[src/rtl/vp_wb_pkg.sv]
// Shared constants and types for the vector writeback port scheduler.
// Kind encodings, burst geometry and FSM state encoding.
package vp_wb_pkg;

  localparam int RS_V_SIZE = 4;
  localparam int LANE_SIZE = 8;
  localparam int VLEN      = 32;
  localparam int WB_BEATS  = VLEN / LANE_SIZE;
  localparam int IDX_W     = $clog2(RS_V_SIZE);

  localparam logic [1:0] KIND_LOAD  = 2'b00;
  localparam logic [1:0] KIND_STORE = 2'b01;
  localparam logic [1:0] KIND_ALU   = 2'b10;
  localparam logic [1:0] KIND_RSVD  = 2'b11;

  typedef enum logic {
    IDLE,
    BURST
  } state_t;

endpackage

[src/rtl/wb_port_scheduler_rr_pick.sv]
// Round-robin picker: first set bit of req scanning upward from start, wrapping.
// Purely combinational; no latency, no backpressure.
module rr_pick #(
  parameter int N     = 4,
  parameter int IDX_W = 2
) (
  input  logic [N-1:0]     req,
  input  logic [IDX_W-1:0] start,
  output logic             found,
  output logic [IDX_W-1:0] idx
);

  localparam logic [IDX_W:0] N_W = (IDX_W+1)'(N);

  logic [IDX_W:0] pos;

  // Scan from the far end back toward start so the nearest hit is written last.
  always_comb begin
    found = 1'b0;
    idx   = '0;
    pos   = '0;
    for (int i = N - 1; i >= 0; i--) begin
      pos = {1'b0, start} + (IDX_W+1)'(i);
      if (pos >= N_W) begin
        pos = pos - N_W;
      end
      if (req[pos[IDX_W-1:0]]) begin
        found = 1'b1;
        idx   = pos[IDX_W-1:0];
      end
    end
  end

endmodule

[src/rtl/wb_port_scheduler.sv]
// Grants completed vector RS entries the shared writeback port, 4 beats x 8 lanes each, round-robin.
// Latency: req at edge N -> wb_valid after N+1; beats advance only on wb_ready, all outputs hold otherwise.
module wb_port_scheduler
  import vp_wb_pkg::*;
(
  input  logic                   clk,
  input  logic                   rst_n,
  input  logic [RS_V_SIZE-1:0]   req,
  input  logic [2*RS_V_SIZE-1:0] req_kind,
  input  logic                   wb_ready,
  output logic                   wb_valid,
  output logic [IDX_W-1:0]       wb_idx,
  output logic [1:0]             wb_kind,
  output logic [1:0]             wb_beat,
  output logic [4:0]             wb_elem_base,
  output logic                   wb_last,
  output logic [RS_V_SIZE-1:0]   rs_clear,
  output logic                   store_done,
  output logic                   busy
);

  localparam logic [1:0]       LAST_BEAT = 2'(WB_BEATS - 1);
  localparam logic [IDX_W-1:0] LAST_IDX  = IDX_W'(RS_V_SIZE - 1);

  state_t                 state;
  logic [IDX_W-1:0]       rr_ptr;
  logic [IDX_W-1:0]       next_idx;
  logic [IDX_W-1:0]       pick_start;
  logic [IDX_W-1:0]       pick_idx;
  logic [RS_V_SIZE-1:0]   done_mask;
  logic [RS_V_SIZE-1:0]   elig;
  logic [RS_V_SIZE-1:0]   cur_oh;
  logic [RS_V_SIZE-1:0]   pick_req;
  logic                   pick_found;
  logic                   last_accept;
  logic                   do_grant;
  logic [1:0]             beat_nxt;

  // One picker serves both the idle grant and the back-to-back re-arbitration.
  always_comb begin
    cur_oh         = '0;
    cur_oh[wb_idx] = 1'b1;
    elig           = req & ~done_mask;
    next_idx       = (wb_idx == LAST_IDX) ? '0 : wb_idx + IDX_W'(1);
    last_accept    = (state == BURST) && wb_ready && wb_last;
    beat_nxt       = wb_beat + 2'd1;
    if (state == BURST) begin
      pick_req   = elig & ~cur_oh;
      pick_start = next_idx;
    end else begin
      pick_req   = elig;
      pick_start = rr_ptr;
    end
    do_grant = pick_found && ((state == IDLE) || last_accept);
  end

  rr_pick #(
    .N     (RS_V_SIZE),
    .IDX_W (IDX_W)
  ) u_rr_pick (
    .req   (pick_req),
    .start (pick_start),
    .found (pick_found),
    .idx   (pick_idx)
  );

  always_ff @(posedge clk) begin
    if (!rst_n) begin
      state        <= IDLE;
      rr_ptr       <= '0;
      done_mask    <= '0;
      wb_valid     <= 1'b0;
      wb_idx       <= '0;
      wb_kind      <= '0;
      wb_beat      <= '0;
      wb_elem_base <= '0;
      wb_last      <= 1'b0;
      rs_clear     <= '0;
      store_done   <= 1'b0;
    end else begin
      rs_clear   <= '0;
      store_done <= 1'b0;
      done_mask  <= '0;

      if ((state == BURST) && wb_ready) begin
        if (wb_last) begin
          // done_mask hides the finished entry while its RS req is still falling.
          rs_clear     <= cur_oh;
          store_done   <= (wb_kind == KIND_STORE);
          done_mask    <= cur_oh;
          rr_ptr       <= next_idx;
          state        <= IDLE;
          wb_valid     <= 1'b0;
          wb_beat      <= '0;
          wb_elem_base <= '0;
          wb_last      <= 1'b0;
        end else begin
          wb_beat      <= beat_nxt;
          wb_elem_base <= wb_elem_base + 5'(LANE_SIZE);
          wb_last      <= (beat_nxt == LAST_BEAT);
        end
      end

      // A grant overrides the return to IDLE above, giving bubble-free bursts.
      if (do_grant) begin
        state        <= BURST;
        wb_valid     <= 1'b1;
        wb_idx       <= pick_idx;
        wb_kind      <= req_kind[{pick_idx, 1'b0} +: 2];
        wb_beat      <= '0;
        wb_elem_base <= '0;
        wb_last      <= (LAST_BEAT == 2'd0);
      end
    end
  end

  assign busy = wb_valid;

endmodule

[config.mk]
export PLATFORM = sky130hd
export DESIGN_NAME = wb_port_scheduler
export DESIGN_NICKNAME = d
export VERILOG_FILES = /design/src/rtl/vp_wb_pkg.sv /design/src/rtl/wb_port_scheduler_rr_pick.sv /design/src/rtl/wb_port_scheduler.sv
export SDC_FILE = /design/constraint.sdc
export NUM_CORES = 1
export LEC_CHECK = 0
export CAP_MARGIN = 20
export CORE_AREA = 4 4 47 49
export CTS_BUF_LIST = sky130_fd_sc_hd__clkbuf_4
export CTS_CLUSTER_DIAMETER = 80
export CTS_CLUSTER_SIZE = 8
export DETAILED_ROUTE_END_ITERATION = 7
export DIE_AREA = 0 0 51 53
export DONT_BUFFER_PORTS = 1
export PLACE_DENSITY = 0.69
export SLEW_MARGIN = 40
export SYNTH_ARGS = -nofsm -noshare
export SYNTH_HDL_FRONTEND = slang
export SYNTH_SLANG_ARGS = --single-unit
export TNS_END_PERCENT = 100
[constraint.sdc]
create_clock -name clk -period 2.1 [get_ports clk]
set_clock_uncertainty 0.15 [all_clocks]
set_input_delay 0.315 -clock clk [delete_from_list [all_inputs] [get_ports clk]]
set_output_delay 0.315 -clock clk [all_outputs]
set_load 0.1 [all_outputs]
==> results.cfg, run 1 <==
[critical_path]
r2r_start = wb_idx[0]$_SDFFE_PN0P_
endpoint_kind = flip-flop
cp_slowest_stage_delay_ps = 430
critPathKind = reg2reg
cp-startpoint = wb_idx[0]$_SDFFE_PN0P_
cp_slowest_cell = or3b_4
crit_path_max_fanout = 5
crit_family = simple AND/OR/NAND/NOR gates
critPathBufInv = 1
cp.arrival_ps = 2170
crit_required_ps = 2170
cp-start-kind = flip-flop
path_cells = inv_4 -> ha_1 -> nand2_1 -> and2_4 -> nor2_2 -> a311oi_2 -> or3b_4 -> o221ai_2

[grt]
grt_pass1_vias = 768
grt_pass1_wl_um = 3620
track_usage_pct = 18.3
grt_start_max_net_pins = 17
grt_remaining_overflow = 0
antenna_found_initial = 0

[timing]
fin_crit_sh_pct = 99.9
worst_pin_slew_ps = 547
max_slew_margin_pct = 63.8
finalHoldViolations = 0
fin_setup_tns_ps = 0
min_period_ps = 2100
finalSetupViolCount = 0
rsz0062_at_grt = yes
final_max_slew_viol_count = 0
fmax_mhz = 477

[finish]
final_layout_size_suffix_gt1_share_pct = 39.7
areaGrowthSynthToFinish_pct = 30.9
fillers = 157
final_util_pct = 68.6
antennaDiodeCount = 0
final_nets = 157

[placement]
dpl.hpwl_um = 1730
io_buffers = 0
place.gp.congestion = 0.857

[cts]
hold_buffers = 0
h-tree-depth = 1
cts_tree = built
clock_sink_count = 17
cts-root-buf = clkbuf_4
numCtsBuffers = 3
clock_path_buffers = 2
insertion_delay_ps = 290
path_clk_slew_ps = 100

[floorplan]
ioPinCount = 34
row_count = 16
die_w_um = 51
fp.dieH_um = 53
die-area_mm2 = 0.00270
core_mm2 = 0.00186
start_util_pct = 52.4

[drt]
post_drt_wl_per_cell_um = 14.5
drc_errors = 0
drt-initial-drc-count = 13
firstDrtPassIters = 4
drt-total-wl_um = 2370
routed_via_density = 5.47
num_vias = 891
antenna_left = 0

[power]
ir_drop_mv = 0.450
p_per_area_mw_per_mm2 = 664
leakage_nw = 0.544

[yosys]
synth.most_common_cell = dfxtp_1
yosys-top-cells-area = dfxtp_1 35%, mux2i_1 9.2%, ha_1 6.4%, nor2_1 5.8%, a21oi_1 4.1%
ys.flop_type = dfxtp_1
ys_types = 33
ys_seq_area_share_pct = 34.9
synthArstFlopShare_pct = 0
syn_area_per_cell_um2 = 8.56
synth_edf_count = 0
synth.cell_area_um2 = 976
syn_inst = 114
yosys_warnings = 0
yosys.area.top_type_share_pct = 34.9
synth_common_cells = 17 x dfxtp_1, 15 x nor2_1, 9 x mux2i_1
synth_top_cell_by_area = dfxtp_1
ys_seq_elements = 17

[min_path]
hold_path_startpoint = rst_n
hold_path_class = in2reg

[flow_run]
max-cap-violations = 0

[run_status]
status = finished, final reports clean
## per-layer routing
metal | vias up | global-route usage, % | share of wire [%]
li1 | 437 | - | -
met1 | 413 | 22.3 | 43
met2 | 36 | 30.0 | 49
met3 | 5 | 4.51 | 6.7
met4 | 0 | 8.97 | 1.5
met5 | - | 0 | 0
## flip-flops by register name, summed over array words and instances (netlist names)
| register | cells |
|---|---|
| store_done | 1 |
| rr_ptr | 2 |
| state | 1 |
| wb_idx | 2 |
| done_mask | 4 |
| wb_last | 1 |
| wb_elem_base | 2 |
| wb_beat | 2 |
| wb_kind | 2 |
## cells in the final DEF (no fill, tap or decap), types with 2 or more instances in the layout
cell type | synthesis | final
mux2i_1 | 9 | 8
nor3_1 | 4 | 4
clkbuf_4 | 0 | 4
nor2_4 | 0 | 2
buf_4 | 4 | 22
inv_1 | 8 | 6
nor3b_1 | 2 | 2
dfxtp_2 | 0 | 4
and2_4 | 0 | 2
or3_1 | 2 | 2
nand2_1 | 6 | 5
o211ai_1 | 2 | 2
nor2_1 | 15 | 12
and2_1 | 6 | 4
conb_1 | 1 | 3
dfxtp_1 | 17 | 10
ha_1 | 5 | 3
a21oi_1 | 8 | 7
dfxtp_4 | 0 | 3
a211oi_4 | 0 | 2
inv_4 | 0 | 2
nand3_1 | 5 | 5
## kinds of logic (layout without fill, tap and decap cells)
| group | count (synthesis) | count (layout) | synth area share, % |
|---|---|---|---|
| buf+inv | 14 | 34 | 7.69 |
| mux | 9 | 9 | 9.23 |
| fa+ha+maj | 5 | 5 | 6.41 |
| simple gates | 45 | 45 | 23.1 |
| other cells | 1 | 3 | 0.384 |
| compound gates | 23 | 23 | 18.3 |
| flops | 17 | 17 | 34.9 |
## final cells by class
cell class              instances  area, um2  share of cell area, %
well taps                      27       33.8                   2.64
inverters                       8       35.0                   2.74
flip-flops and latches         17        357                   27.9
multi-input cells              85        657                   51.4
clock buffers                   4       30.0                   2.35
repair buffers                 22        165                   12.9
## final timing paths
path,endpoint,slack (ps),cells after the start
worst min-delay path,wb_kind[0]$_SDFFE_PN0P_,20,2
worst max-delay path,wb_kind[1]$_SDFFE_PN0P_,1,8
worst min register to register,wb_elem_base[4]$_SDFFE_PP0P_,400,2
worst max register to register,wb_kind[1]$_SDFFE_PN0P_,1,8
## through the flow
step	hold slack (ps)	worst slack, ps	cells	power (W)	cell area [um2]
after global routing	16.3	-104	163	0.000884	1280
final	24.9	1.44	163	0.000849	1280
after detailed placement	330	-76.6	154	0.000627	1150
after global placement	318	-23.3	154	0.000621	1150
after floorplan	313	-70.5	116	0.000587	1030
after CTS	23.4	-32.6	160	0.000832	1220
## worst reg2reg max path: cells and delay by family (launching register included)
kind	cells	cell delay, ps
adders and majority gates	1	200
AOI/OAI and AO/OA	2	480
and+or+nand+nor	4	750
buffers and inverters	1	50
DFF	1	400
## report_power, final
group / total [W] / leakage, nW / switching, W / internal [W]
Clock: 0.000192 / 0.0184 / 0.000105 / 0.0000869
Combinational: 0.000305 / 0.383 / 0.000209 / 0.0000960
Sequential: 0.000351 / 0.142 / 0.0000174 / 0.000334
## repair_timing
action                                  4_1_cts  5_1_grt
cloned                                        0        0
pin swaps                                     7        6
setup buffers                                 2        3
endpoints found under the setup margin        2        9
gates resized for setup                       6       11
Power figures use the tool's default switching activity.
==> run 2, diff against run 1 <==
--- a/config.mk
+++ b/config.mk
@@ -5,15 +5,15 @@
 export SDC_FILE = /design/constraint.sdc
 export NUM_CORES = 1
 export LEC_CHECK = 0
-export CAP_MARGIN = 20
-export CORE_AREA = 4 4 47 49
+export CAP_MARGIN = 0
+export CORE_AREA = 4 4 51 44
 export CTS_BUF_LIST = sky130_fd_sc_hd__clkbuf_4
 export CTS_CLUSTER_DIAMETER = 80
 export CTS_CLUSTER_SIZE = 8
 export DETAILED_ROUTE_END_ITERATION = 7
-export DIE_AREA = 0 0 51 53
+export DIE_AREA = 0 0 55 48
 export DONT_BUFFER_PORTS = 1
-export PLACE_DENSITY = 0.69
+export PLACE_DENSITY = 0.71
 export SLEW_MARGIN = 40
 export SYNTH_ARGS = -nofsm -noshare
 export SYNTH_HDL_FRONTEND = slang
==> run 2 against run 1 <==
- the run now ends with setup timing left
- sequential cell count unchanged
- design area fell by 2.4%
- critical path depth stayed put
- critical path type unchanged
- critical endpoint unchanged
==> results.cfg, run 2 (synthesized netlist as in run 1, its figures left out) <==
[critical_path]
critPathKind = reg2reg
crit_required_ps = 2120
endpoint_kind = flip-flop
cp.arrival_ps = 2180
cp-startpoint = wb_idx[0]$_SDFFE_PN0P_
cp-start-kind = flip-flop
r2r_start = wb_idx[0]$_SDFFE_PN0P_
crit_path_max_fanout = 6

[grt]
antenna_found_initial = 0
track_usage_pct = 19.3
grt_pass1_wl_um = 3590
grt_pass1_vias = 814
grt_remaining_overflow = 0
grt_start_max_net_pins = 17

[drt]
post_drt_wl_per_cell_um = 14.0
num_vias = 883
drt-initial-drc-count = 13
antenna_left = 0
drc_errors = 0
routed_via_density = 5.59
firstDrtPassIters = 4
drt-total-wl_um = 2220

[cts]
numCtsBuffers = 3
h-tree-depth = 1
cts_tree = built
path_clk_slew_ps = 90
clock_sink_count = 17
cts-root-buf = clkbuf_4
hold_buffers = 0
clock_path_buffers = 2
insertion_delay_ps = 290

[power]
netSwitchingPower_w = 0.000327
p_int_w = 0.000514
ir_drop_mv = 0.387
power_frac_seq_pct = 41.5
clockPowerShare_pct = 22.5
comb_power_share_pct = 35.9
swShare_pct = 38.9
leakage_nw = 0.529
p_per_area_mw_per_mm2 = 675
power.total_w = 0.000841

[min_path]
hold_path_class = in2reg
hold_path_startpoint = rst_n

[placement]
place.gp.congestion = 0.814
io_buffers = 0
dpl.hpwl_um = 1670
placed_cells_incl_taps = 150

[floorplan]
core_mm2 = 0.00177
fp.dieH_um = 48
die-area_mm2 = 0.00264
start_util_pct = 55.2
ioPinCount = 34
die_w_um = 55
row_count = 14

[timing]
fmax_mhz = 464
max_slew_margin_pct = 64.0
fin_crit_sh_pct = 103
finalHoldViolations = 0
fin_setup_tns_ps = -97.7
hold_slack_ps = 29.0
rsz0062_at_grt = yes
worst_pin_slew_ps = 544
final.setup.worst_slack_ps = -56.5
finalSetupViolCount = 2
min_period_ps = 2160
final_max_slew_viol_count = 0

[finish]
final_layout_size_suffix_gt1_share_pct = 38.1
final_nets = 155
top_register = done_mask
fillers = 142
seqCellArea_um2 = 357
areaGrowthSynthToFinish_pct = 27.7
final_util_pct = 70.4
largest_register_ffs = 4
multiInputGateArea_um2 = 647
layout_commonest_cell = buf_4
fin_cells = 158
final_cell_mix = 20 x buf_4, 13 x nor2_1, 10 x dfxtp_1, 8 x mux2i_1, 7 x a21oi_1
antennaDiodeCount = 0

[run_status]
violations = setup timing
status = complete, but fails checks

[flow_run]
max-cap-violations = 0
## run 2: final timing paths
check | slack (ps) | to | depth (start not counted)
max | -60 | wb_kind[1]$_SDFFE_PN0P_ | 8
min reg2reg | 400 | wb_elem_base[4]$_SDFFE_PP0P_ | 2
min | 30 | wb_kind[0]$_SDFFE_PN0P_ | 2
max reg2reg | -60 | wb_kind[1]$_SDFFE_PN0P_ | 8
## run 2: stage by stage
step                      worst slack [ps]  area, um2
after floorplan                      -70.5       1030
after global placement                19.2       1140
after detailed placement             -86.2       1140
after CTS                            -27.5       1230
after global routing                  -158       1250
final                                -56.5       1250
## run 2: cell type report
type	count	area share (%)
inverters	8	2.61
well taps	24	2.41
repair buffers	20	12.0
multi-input cells	85	51.9
clock buffers	4	2.41
flip-flops and latches	17	28.6
## run 2: repair_timing
action,4_1_cts,5_1_grt
endpoints found under the setup margin,2,2
hold endpoints to repair,0,0
buffers inserted,3,1
resized for setup,12,1
pin swaps,5,5
## run 2: metal layers
layer	share of wire, %	track usage (%)	wire, um	vias up
li1	-	-	-	434
met1	46	25.9	1010	415
met2	47	29.7	1040	32
met3	6.8	6.54	151	2
met4	0.59	4.85	13	0
met5	0	0	0	-
## run 2: critical path, cell delays in order, from the launching register on
cell	delay, ps
dfxtp_4	400
inv_4	50
ha_4	310
mux2i_2	90
a311oi_1	290
o2bb2ai_1	150
a21oi_4	230
mux2i_1	280
o221ai_2	110
## run 2: power groups by stage
stage / registers [W] / clock network (W) / logic [W]
CTS: 0.000349 / 0.000196 / 0.000294
floorplan: 0.000438 / 0 / 0.000149
global route: 0.000352 / 0.000206 / 0.000320
detailed placement: 0.000356 / 0 / 0.000270
finish: 0.000349 / 0.000189 / 0.000302
global placement: 0.000355 / 0 / 0.000264
==> run 3, diff against run 2 <==
--- a/config.mk
+++ b/config.mk
@@ -6,12 +6,12 @@
 export NUM_CORES = 1
 export LEC_CHECK = 0
 export CAP_MARGIN = 0
-export CORE_AREA = 4 4 51 44
+export CORE_AREA = 3 3 50 43
 export CTS_BUF_LIST = sky130_fd_sc_hd__clkbuf_4
 export CTS_CLUSTER_DIAMETER = 80
 export CTS_CLUSTER_SIZE = 8
 export DETAILED_ROUTE_END_ITERATION = 7
-export DIE_AREA = 0 0 55 48
+export DIE_AREA = 0 0 53 46
 export DONT_BUFFER_PORTS = 1
 export PLACE_DENSITY = 0.71
 export SLEW_MARGIN = 40
==> run 3 against run 2 <==
- the run still ends with setup timing left
- core utilization is 5.2 points higher
- worst hold slack worse by 3.3 ps
- critical path depth is 1 higher
- final cell count stayed put
- largest cell class unchanged
- maximum frequency is 3.7% lower
- clock-buffer cell count stayed put
- register-to-register slack worse by 80 ps
- largest power group unchanged
- non-clock buffer count is 2 higher
- highest routed layer unchanged
- critical endpoint unchanged
- global-route usage is 0.49 points lower
- design area is 0.30% lower
- total power is 0.27% lower
==> results.cfg, run 3 (synthesized netlist as in run 1, its figures left out) <==
[finish]
layout_commonest_cell = buf_4
final_nets = 157
final_cell_mix = 21 x buf_4, 14 x nor2_1, 10 x dfxtp_1, 7 x mux2i_1, 7 x a21oi_1
multiInputGateArea_um2 = 627
areaGrowthSynthToFinish_pct = 27.3
seqCellArea_um2 = 357
antennaDiodeCount = 0
top_register = done_mask
fillers = 125
final_layout_size_suffix_gt1_share_pct = 35.3
final_cell_area_mm2 = 0.00124
largest_register_ffs = 4

[timing]
finalSetupViolCount = 4
max_slew_margin_pct = 63.8
fmax_mhz = 446
fin_crit_sh_pct = 107
final.setup.worst_slack_ps = -140
min_period_ps = 2240
final_max_slew_viol_count = 0
finalHoldViolations = 0
worst_pin_slew_ps = 547
fin_setup_tns_ps = -238
rsz0062_at_grt = yes

[cts]
h-tree-depth = 1
numCtsBuffers = 3
cts-root-buf = clkbuf_4
path_clk_slew_ps = 100
hold_buffers = 0
insertion_delay_ps = 290
cts_tree = built
clock_path_buffers = 2
clock_sink_count = 17

[critical_path]
cp.arrival_ps = 2270
crit_path_max_fanout = 6
critPathKind = reg2reg
endpoint_kind = flip-flop
cp-start-kind = flip-flop
crit_required_ps = 2130

[run_status]
status = complete, but fails checks
violations = setup timing

[drt]
drc_errors = 0
dr_wl_met3_um = 199
num_vias = 910
wl_met2_um = 1050
post_drt_wl_per_cell_um = 14.3
drt-total-wl_um = 2270
maxUsedRoutingLayer = met4
antenna_left = 0
drt-initial-drc-count = 19
wl_met1_um = 1010
firstDrtPassIters = 4
routed_via_density = 5.76

[placement]
io_buffers = 0
dpl.hpwl_um = 1610
dpl_cell_area_mm2 = 0.00115
place.gp.congestion = 0.819
post-place-ws_ps = -58.6

[grt]
grt_start_max_net_pins = 17
grt_remaining_overflow = 0
grt_pass1_vias = 729
track_usage_pct = 18.8
antenna_found_initial = 0
grt_pass1_wl_um = 3270

[floorplan]
ioPinCount = 34
fp.dieH_um = 46
die_w_um = 53
row_count = 13
core_mm2 = 0.00164
start_util_pct = 59.4
die-area_mm2 = 0.00244

[power]
p_per_area_mw_per_mm2 = 675
ir_drop_mv = 0.720
leakage_nw = 0.537

[min_path]
hold_path_class = in2reg

[flow_run]
max-cap-violations = 0
-- run 3: path summary, 6_finish.rpt --
check	startpoint	slack, ps	end	depth (start not counted)
max	wb_idx[0]$_SDFFE_PN0P_	-140	wb_kind[1]$_SDFFE_PN0P_	9
min	rst_n	30	wb_kind[1]$_SDFFE_PN0P_	2
max reg2reg	wb_idx[0]$_SDFFE_PN0P_	-140	wb_kind[1]$_SDFFE_PN0P_	9
min reg2reg	wb_beat[0]$_SDFFE_PP0P_	390	wb_beat[0]$_SDFFE_PP0P_	2
-- run 3: worst max-delay path: stages (launching register included) --
cell and delay (ps):
dfxtp_4 410, inv_4 50, ha_4 300, mux2i_2 80, a311oi_1 310, o2bb2ai_1 160, a21oi_4 200, buf_6 150
mux2i_1 200, o221ai_1 110
-- run 3: report_power, final --
part           switching [W]  total (W)  leakage (nW)  internal [W]
combinational       0.000206   0.000300         0.377     0.0000938
sequential         0.0000161   0.000350         0.142      0.000334
clock               0.000102   0.000189        0.0184     0.0000869
-- run 3: area by class of cell --
type,instances,share of cell area (%)
multi-input cells,85,50.5
well taps,22,2.22
clock buffers,4,2.42
repair buffers,22,13.6
inverters,8,2.62
flip-flops and latches,17,28.7
-- run 3: timing repair --
action                                  in CTS  in global routing
endpoints found under the setup margin       2                  5
setup buffers                                1                  3
pin swaps                                    0                  6
gates resized for setup                      0                  8
-- run 3: through the flow --
step	utilization (%)	power, W	cells	hold slack [ps]
6_report	75.6	0.000839	158	25.7
5_1_grt	75.6	0.000871	158	17.0
4_1_cts	72.4	0.000819	155	22.4
3_5_place_dp	70.1	0.000626	150	334
3_3_place_gp	70.1	0.000622	150	319
2_1_floorplan	-	0.000587	116	313
-- run 3: routing by layer --
metal  vias up  GRT usage, %
li1        441             -
met1       427          24.7
met3         2          6.89
met2        40          29.2
met4         0          4.59
met5         -             0
